**src/rtl/hci_core_mux_switch_pkg.sv**
```systemverilog
`default_nettype none
// +----------------------------------------------------------------------------+
// | hci_core_mux_switch_pkg : shared widths and FSM state type for the HCI mux  |
// | Revision: 1.0                                                              |
// +----------------------------------------------------------------------------+
package hci_core_mux_switch_pkg;

  localparam int unsigned DEFAULT_DW = 32;
  localparam int unsigned DEFAULT_AW = 32;
  localparam int unsigned DEFAULT_BW = 8;
  localparam int unsigned DEFAULT_WW = 32;
  localparam int unsigned DEFAULT_UW = 1;

  typedef enum logic [0:0] {
    RUN   = 1'b0,
    DRAIN = 1'b1
  } hci_mux_switch_state_t;

endpackage
`default_nettype wire

```
**src/rtl/hci_core_mux_switch_outstanding_cnt.sv**
```systemverilog
`default_nettype none
// +----------------------------------------------------------------------------+
// | hci_outstanding_cnt : saturating count of granted-but-unanswered requests  |
// | Revision: 1.0                                                              |
// +----------------------------------------------------------------------------+
module hci_outstanding_cnt #(
  parameter int unsigned MAX_OUTSTANDING = 4,
  parameter bit          ASSERT_EN       = 1'b1,
  parameter int unsigned CNT_W           = $clog2(MAX_OUTSTANDING + 1)
) (
  input  logic             clk_i,
  input  logic             rst_ni,
  input  logic             clear,
  input  logic             inc,
  input  logic             dec,
  output logic [CNT_W-1:0] cnt,
  output logic             full,
  output logic             empty
);

  localparam logic [CNT_W-1:0] c_MAX = CNT_W'(MAX_OUTSTANDING);

  logic [CNT_W-1:0] r_cnt;

  assign cnt   = r_cnt;
  assign full  = (r_cnt == c_MAX);
  assign empty = (r_cnt == '0);

  // A lone decrement at zero is a protocol error; the count stays pinned at 0.
  always_ff @(posedge clk_i or negedge rst_ni) begin
    if (!rst_ni) begin
      r_cnt <= '0;
    end else if (clear) begin
      r_cnt <= '0;
    end else if (inc && !dec && !full) begin
      r_cnt <= r_cnt + CNT_W'(1);
    end else if (dec && !inc && !empty) begin
      r_cnt <= r_cnt - CNT_W'(1);
    end
  end

  if (ASSERT_EN) begin : g_underflow_chk
    a_no_underflow : assert property (@(posedge clk_i) disable iff (!rst_ni)
      !(dec && !inc && empty && !clear));
  end

endmodule
`default_nettype wire

```
**src/rtl/hci_core_mux_switch.sv**
```systemverilog
`default_nettype none
// +----------------------------------------------------------------------------+
// | hci_core_mux_switch : N-to-1 HCI core mux that drains before reselecting   |
// | Revision: 1.0                                                              |
// +----------------------------------------------------------------------------+
module hci_core_mux_switch
  import hci_core_mux_switch_pkg::*;
#(
  parameter int unsigned NB_CHAN         = 2,
  parameter int unsigned DW              = DEFAULT_DW,
  parameter int unsigned AW              = DEFAULT_AW,
  parameter int unsigned BW              = DEFAULT_BW,
  parameter int unsigned WW              = DEFAULT_WW,
  parameter int unsigned OW              = AW,
  parameter int unsigned UW              = DEFAULT_UW,
  parameter int unsigned MAX_OUTSTANDING = 4
) (
  input  logic                                   clk_i,
  input  logic                                   rst_ni,
  input  logic                                   clear_i,
  input  logic [$clog2(NB_CHAN)-1:0]             sel_i,
  // slave channels
  input  logic [NB_CHAN-1:0]                     in_req,
  output logic [NB_CHAN-1:0]                     in_gnt,
  input  logic [NB_CHAN-1:0][AW-1:0]             in_add,
  input  logic [NB_CHAN-1:0]                     in_wen,
  input  logic [NB_CHAN-1:0][DW-1:0]             in_data,
  input  logic [NB_CHAN-1:0][DW/BW-1:0]          in_be,
  input  logic [NB_CHAN-1:0][DW/WW-1:0][OW-1:0]  in_boffs,
  input  logic [NB_CHAN-1:0][UW-1:0]             in_user,
  input  logic [NB_CHAN-1:0]                     in_lrdy,
  output logic [NB_CHAN-1:0]                     in_r_valid,
  output logic [NB_CHAN-1:0][DW-1:0]             in_r_data,
  output logic [NB_CHAN-1:0]                     in_r_opc,
  output logic [NB_CHAN-1:0][UW-1:0]             in_r_user,
  // master port
  output logic                                   out_req,
  input  logic                                   out_gnt,
  output logic [AW-1:0]                          out_add,
  output logic                                   out_wen,
  output logic [DW-1:0]                          out_data,
  output logic [DW/BW-1:0]                       out_be,
  output logic [DW/WW-1:0][OW-1:0]               out_boffs,
  output logic [UW-1:0]                          out_user,
  output logic                                   out_lrdy,
  input  logic                                   out_r_valid,
  input  logic [DW-1:0]                          out_r_data,
  input  logic                                   out_r_opc,
  input  logic [UW-1:0]                          out_r_user,
  // status
  output logic [$clog2(NB_CHAN)-1:0]             sel_o,
  output logic                                   busy_o,
  output logic                                   switching_o
);

  localparam int unsigned    SW        = $clog2(NB_CHAN);
  localparam int unsigned    CW        = $clog2(MAX_OUTSTANDING + 1);
  localparam logic [SW:0]    c_NB_CHAN = (SW + 1)'(NB_CHAN);
  localparam logic [CW-1:0]  c_ONE     = CW'(1);

  hci_mux_switch_state_t r_state;
  logic [SW-1:0]         r_sel;
  logic [CW-1:0]         w_cnt;
  logic                  w_full;
  logic                  w_empty;
  logic                  w_sel_valid;
  logic                  w_switch_req;
  logic                  w_drained;
  logic                  w_fwd;
  logic                  w_hs;

  assign w_sel_valid  = ({1'b0, sel_i} < c_NB_CHAN);
  assign w_switch_req = w_sel_valid && (sel_i != r_sel);
  // No request is forwarded in a switch cycle, so the only possible change is a response.
  assign w_drained    = w_empty || ((w_cnt == c_ONE) && out_r_valid);
  assign w_fwd        = (r_state == RUN) && (sel_i == r_sel) && !w_full;
  assign w_hs         = out_req && out_gnt;

  assign out_req   = w_fwd && in_req[r_sel];
  assign out_add   = in_add[r_sel];
  assign out_wen   = in_wen[r_sel];
  assign out_data  = in_data[r_sel];
  assign out_be    = in_be[r_sel];
  assign out_boffs = in_boffs[r_sel];
  assign out_user  = in_user[r_sel];
  assign out_lrdy  = in_lrdy[r_sel];

  for (genvar ii = 0; ii < NB_CHAN; ii++) begin : g_chan
    localparam logic [SW-1:0] c_IDX = SW'(ii);
    assign in_gnt[ii]     = w_fwd && (r_sel == c_IDX) && out_gnt;
    assign in_r_valid[ii] = out_r_valid && (r_sel == c_IDX);
    assign in_r_data[ii]  = out_r_data;
    assign in_r_opc[ii]   = out_r_opc;
    assign in_r_user[ii]  = out_r_user;
  end

  hci_outstanding_cnt #(
    .MAX_OUTSTANDING (MAX_OUTSTANDING),
    .ASSERT_EN       (1'b1),
    .CNT_W           (CW)
  ) u_outstanding_cnt (
    .clk_i  (clk_i),
    .rst_ni (rst_ni),
    .clear  (clear_i),
    .inc    (w_hs),
    .dec    (out_r_valid),
    .cnt    (w_cnt),
    .full   (w_full),
    .empty  (w_empty)
  );

  always_ff @(posedge clk_i or negedge rst_ni) begin
    if (!rst_ni) begin
      r_state <= RUN;
      r_sel   <= '0;
    end else if (clear_i) begin
      r_state <= RUN;
      r_sel   <= w_sel_valid ? sel_i : '0;
    end else begin
      case (r_state)
        RUN: begin
          // A full window stalls everything, including a pending reselection.
          if (w_switch_req && !w_full) begin
            if (w_drained) r_sel   <= sel_i;
            else           r_state <= DRAIN;
          end
        end
        DRAIN: begin
          if (w_drained) begin
            r_state <= RUN;
            if (w_sel_valid) r_sel <= sel_i;
          end
        end
        default: r_state <= RUN;
      endcase
    end
  end

  assign sel_o       = r_sel;
  assign busy_o      = !w_empty;
  assign switching_o = (r_state == DRAIN) ||
                       ((r_state == RUN) && w_switch_req && !(w_drained && !w_full));

endmodule
`default_nettype wire

```
**config.mk**
```make
export PLATFORM = sky130hd
export DESIGN_NAME = hci_core_mux_switch
export DESIGN_NICKNAME = d
export VERILOG_FILES = /design/src/rtl/hci_core_mux_switch_pkg.sv /design/src/rtl/hci_core_mux_switch_outstanding_cnt.sv /design/src/rtl/hci_core_mux_switch.sv
export SDC_FILE = /design/constraint.sdc
export NUM_CORES = 1
export LEC_CHECK = 0
export CORE_AREA = 4 4 163 165
export CTS_BUF_LIST = sky130_fd_sc_hd__clkbuf_2 sky130_fd_sc_hd__clkbuf_4 sky130_fd_sc_hd__clkbuf_8
export CTS_CLUSTER_DIAMETER = 40
export DETAILED_ROUTE_END_ITERATION = 12
export DIE_AREA = 0 0 167 169
export HOLD_SLACK_MARGIN = 0.1
export PLACE_DENSITY_LB_ADDON = 0.25
export REMOVE_ABC_BUFFERS = 1
export SLEW_MARGIN = 20
export SYNTH_ARGS = -nofsm -noshare
export SYNTH_HDL_FRONTEND = slang
export SYNTH_SLANG_ARGS = --single-unit
```
**constraint.sdc**
```tcl
create_clock -name clk_i -period 2 [get_ports clk_i]
set_input_delay 0.4 -clock clk_i [delete_from_list [all_inputs] [get_ports clk_i]]
set_output_delay 0.4 -clock clk_i [all_outputs]
set_load 0.01 [all_outputs]
```
==> reports/qor.yml <==
gr-total-overflow: 0
route.detailed.drc: 0
power_mw: 3.22
reg2reg_setup_slack_ns: 0.06
worstMarginPinSlew_ns: 0.342
final_cell_mix: "clkdlybuf4s50_1 (212), mux2_2 (103), clkbuf_2 (41), buf_2 (34), dlygate4sd2_1 (26)"
grt_max_degree: 25
worstPathRequired_ns: 1.60
arrival_ns: 1.66
synth_area_sq_mm: 0.00216
firstDrtPassIters: 4
syn2layout_area_growth_pct: 158
critPathLaunchType: "flop"
die_area_sq_mm: 0.0282
p_leak_nw: 2.33
coreArea_sq_mm: 0.0250
finalNetCount: 774
cts_root_buf: "clkbuf_8"
fin_crit_sh_pct: 103
outcome: "finished, violations left"
pre_cts_ws_ns: -0.374
via_count: 2946
syn_avg_cell_area_sq_um: 9.41
power_density_mw_per_mm2: 575
io_pins: 427
grt_pass1_vias: 3311
cap_violations: 0
drive_above_1_share_pct: 47.4
skew_ns: 0.00329
cts_buffer_depth: 2
cts_max_level: 1
ys_seq_elements: 5
min-delay-path-class: "input port to asynchronous set/reset pin"
avgViaCountPerCell: 3.46
r2r_end: "u_outstanding_cnt.cnt[2]"
hold_violations: 0
r2r-start: "sel_o"
fp-row-count: 58
antenna_found_initial: 0
final.setup.worst_slack_ns: -0.0638
place_congestion: 0.843
rr_worst_depth: 7
dieHeight_um: 169
vdd_drop_max_mv: 0.297
antenna_cells: 0
cts.clk_slew.worst_paths_ns: 0.04
cp-end-kind: "primary output"
ys_types: 25
violations: "setup timing"
die_w_um: 167
rsz0062_at_grt: "true"
crit_fanout: 7
period_minus_slack_ns: 2.06
setup_viol: 50
hpwlAfterDp_mm: 15.6
grt_pass1_wl_mm: 25.1
final_max_slew_viol_count: 0
relSlewSlack_pct: 77.2
netlist_instances: 230
avgRoutedWirePerCell_um: 22.9
grt.total_usage_pct: 12.2
start_util_pct: 8.65
cts_tree: "yes"
clock_sinks: 5
cts_buffers: 3
worstSetupPathType: "flop to primary output"
yosysWarningCount: 0
fmax_mhz: 485
yosysSeqAreaShare_pct: 5.78
mostFrequentLayoutCell: "clkdlybuf4s50_1"
route.final.wire_length_mm: 19.5
port_buffers: 324
ant_nets: 0
clock_latency_ns: 0.23
drt_iter0_markers: 63
registers in the layout (all words and copies together) (netlist names):
register               count
u_outstanding_cnt.cnt      3
r_state                    1
sel_o                      1
worst max-delay path, cell delays in order, from the launching register on:
cell	delay, ns
dfrtp_4	0.52
buf_12	0.17
buf_4	0.14
buf_16	0.14
mux2_4	0.32
clkbuf_2	0.14
where the power goes:
part / switching, mW / leakage [nW] / total [mW] / internal [mW]
Combinational: 1.13 / 2.24 / 2.85 / 1.71
Clock: 0.0561 / 0.0262 / 0.207 / 0.151
Sequential: 0.0290 / 0.0650 / 0.160 / 0.131
Total: 1.22 / 2.33 / 3.22 / 2.00
worst max path at each step:
stage / from / endpoint / slack (ns) / cells after the start
after CTS: sel_o / out_add[29] / -0.14 / 4
after global placement: sel_i / out_req / -0.35 / 4
after floorplan: sel_o / u_outstanding_cnt.cnt[0] / -1.89 / 4
final: sel_o / out_boffs[7] / -0.06 / 5
after detailed placement: sel_i / out_req / -0.37 / 4
after global routing: sel_o / out_add[19] / -0.1 / 4
routing by layer:
metal	vias to the layer above	routed length (um)	GRT usage [%]
li1	1336	-	-
met1	1394	7700	14.0
met2	199	8900	19.5
met3	15	2610	7.85
met4	2	143	1.39
met5	-	111	3.83
stage by stage:
stage                     TNS, ns  std cells  util [%]  instance area (sq um)  hold WS (ns)
after floorplan           -170.33        150         -                   1590         0.104
after global placement      -4.67        821      21.6                   5410         0.554
after detailed placement    -5.93        821      21.6                   5410         0.545
after CTS                   -3.92        838      22.2                   5560         0.415
after global routing        -4.00        851      22.3                   5590         0.431
final                       -1.37        851      22.3                   5590         0.407
synthesized netlist by cell type:
cell	count	area [sq um]
nor2b_1	1	6.26
a21oi_1	3	15.0
buf_2	12	60.1
o21bai_1	1	7.51
xnor2_1	1	8.76
a311o_1	1	10.0
nand4b_1	1	8.76
o2111a_2	1	12.5
ha_1	4	50.1
nor3b_2	1	12.5
a31oi_1	2	12.5
nor3_1	1	5.00
inv_1	3	11.3
buf_4	68	510
and3_1	1	6.26
a22oi_1	1	7.51
and3_4	1	11.3
nand2b_1	1	6.26
o21a_1	2	15.0
and2_1	1	6.26
o211ai_4	1	21.3
mux2_2	106	1190
nor2_1	8	30.0
nand2_1	3	11.3
dfrtp_1	5	125
kinds of logic (layout without fill, tap and decap cells):
family	Yosys count	in the layout	synth area share, %
fa+ha+maj	4	4	2.31
xor+xnor	1	1	0.405
buf+inv	83	374	26.9
simple gates	19	19	4.80
flops	5	5	5.78
mux	106	106	55.1
compound gates	12	12	4.68
what timing repair did:
| item | CTS | global route |
|---|---|---|
| gates resized for setup | 254 | 106 |
| gates cloned | 8 | 5 |
| hold buffers | 0 | 0 |
| buffers inserted | 5 | 9 |
| endpoints found under the setup margin | 110 | 88 |
| pin swaps | 0 | 4 |
area by class of cell:
class,instances,area (sq um)
clock buffer,4,48.8
inverter,3,11.3
sequential,5,129
tap,330,413
multi-input combinational,142,1500
timing repair buffer,367,3490
fill,2775,19400
No activity file was read; power rests on OpenSTA's default activity.
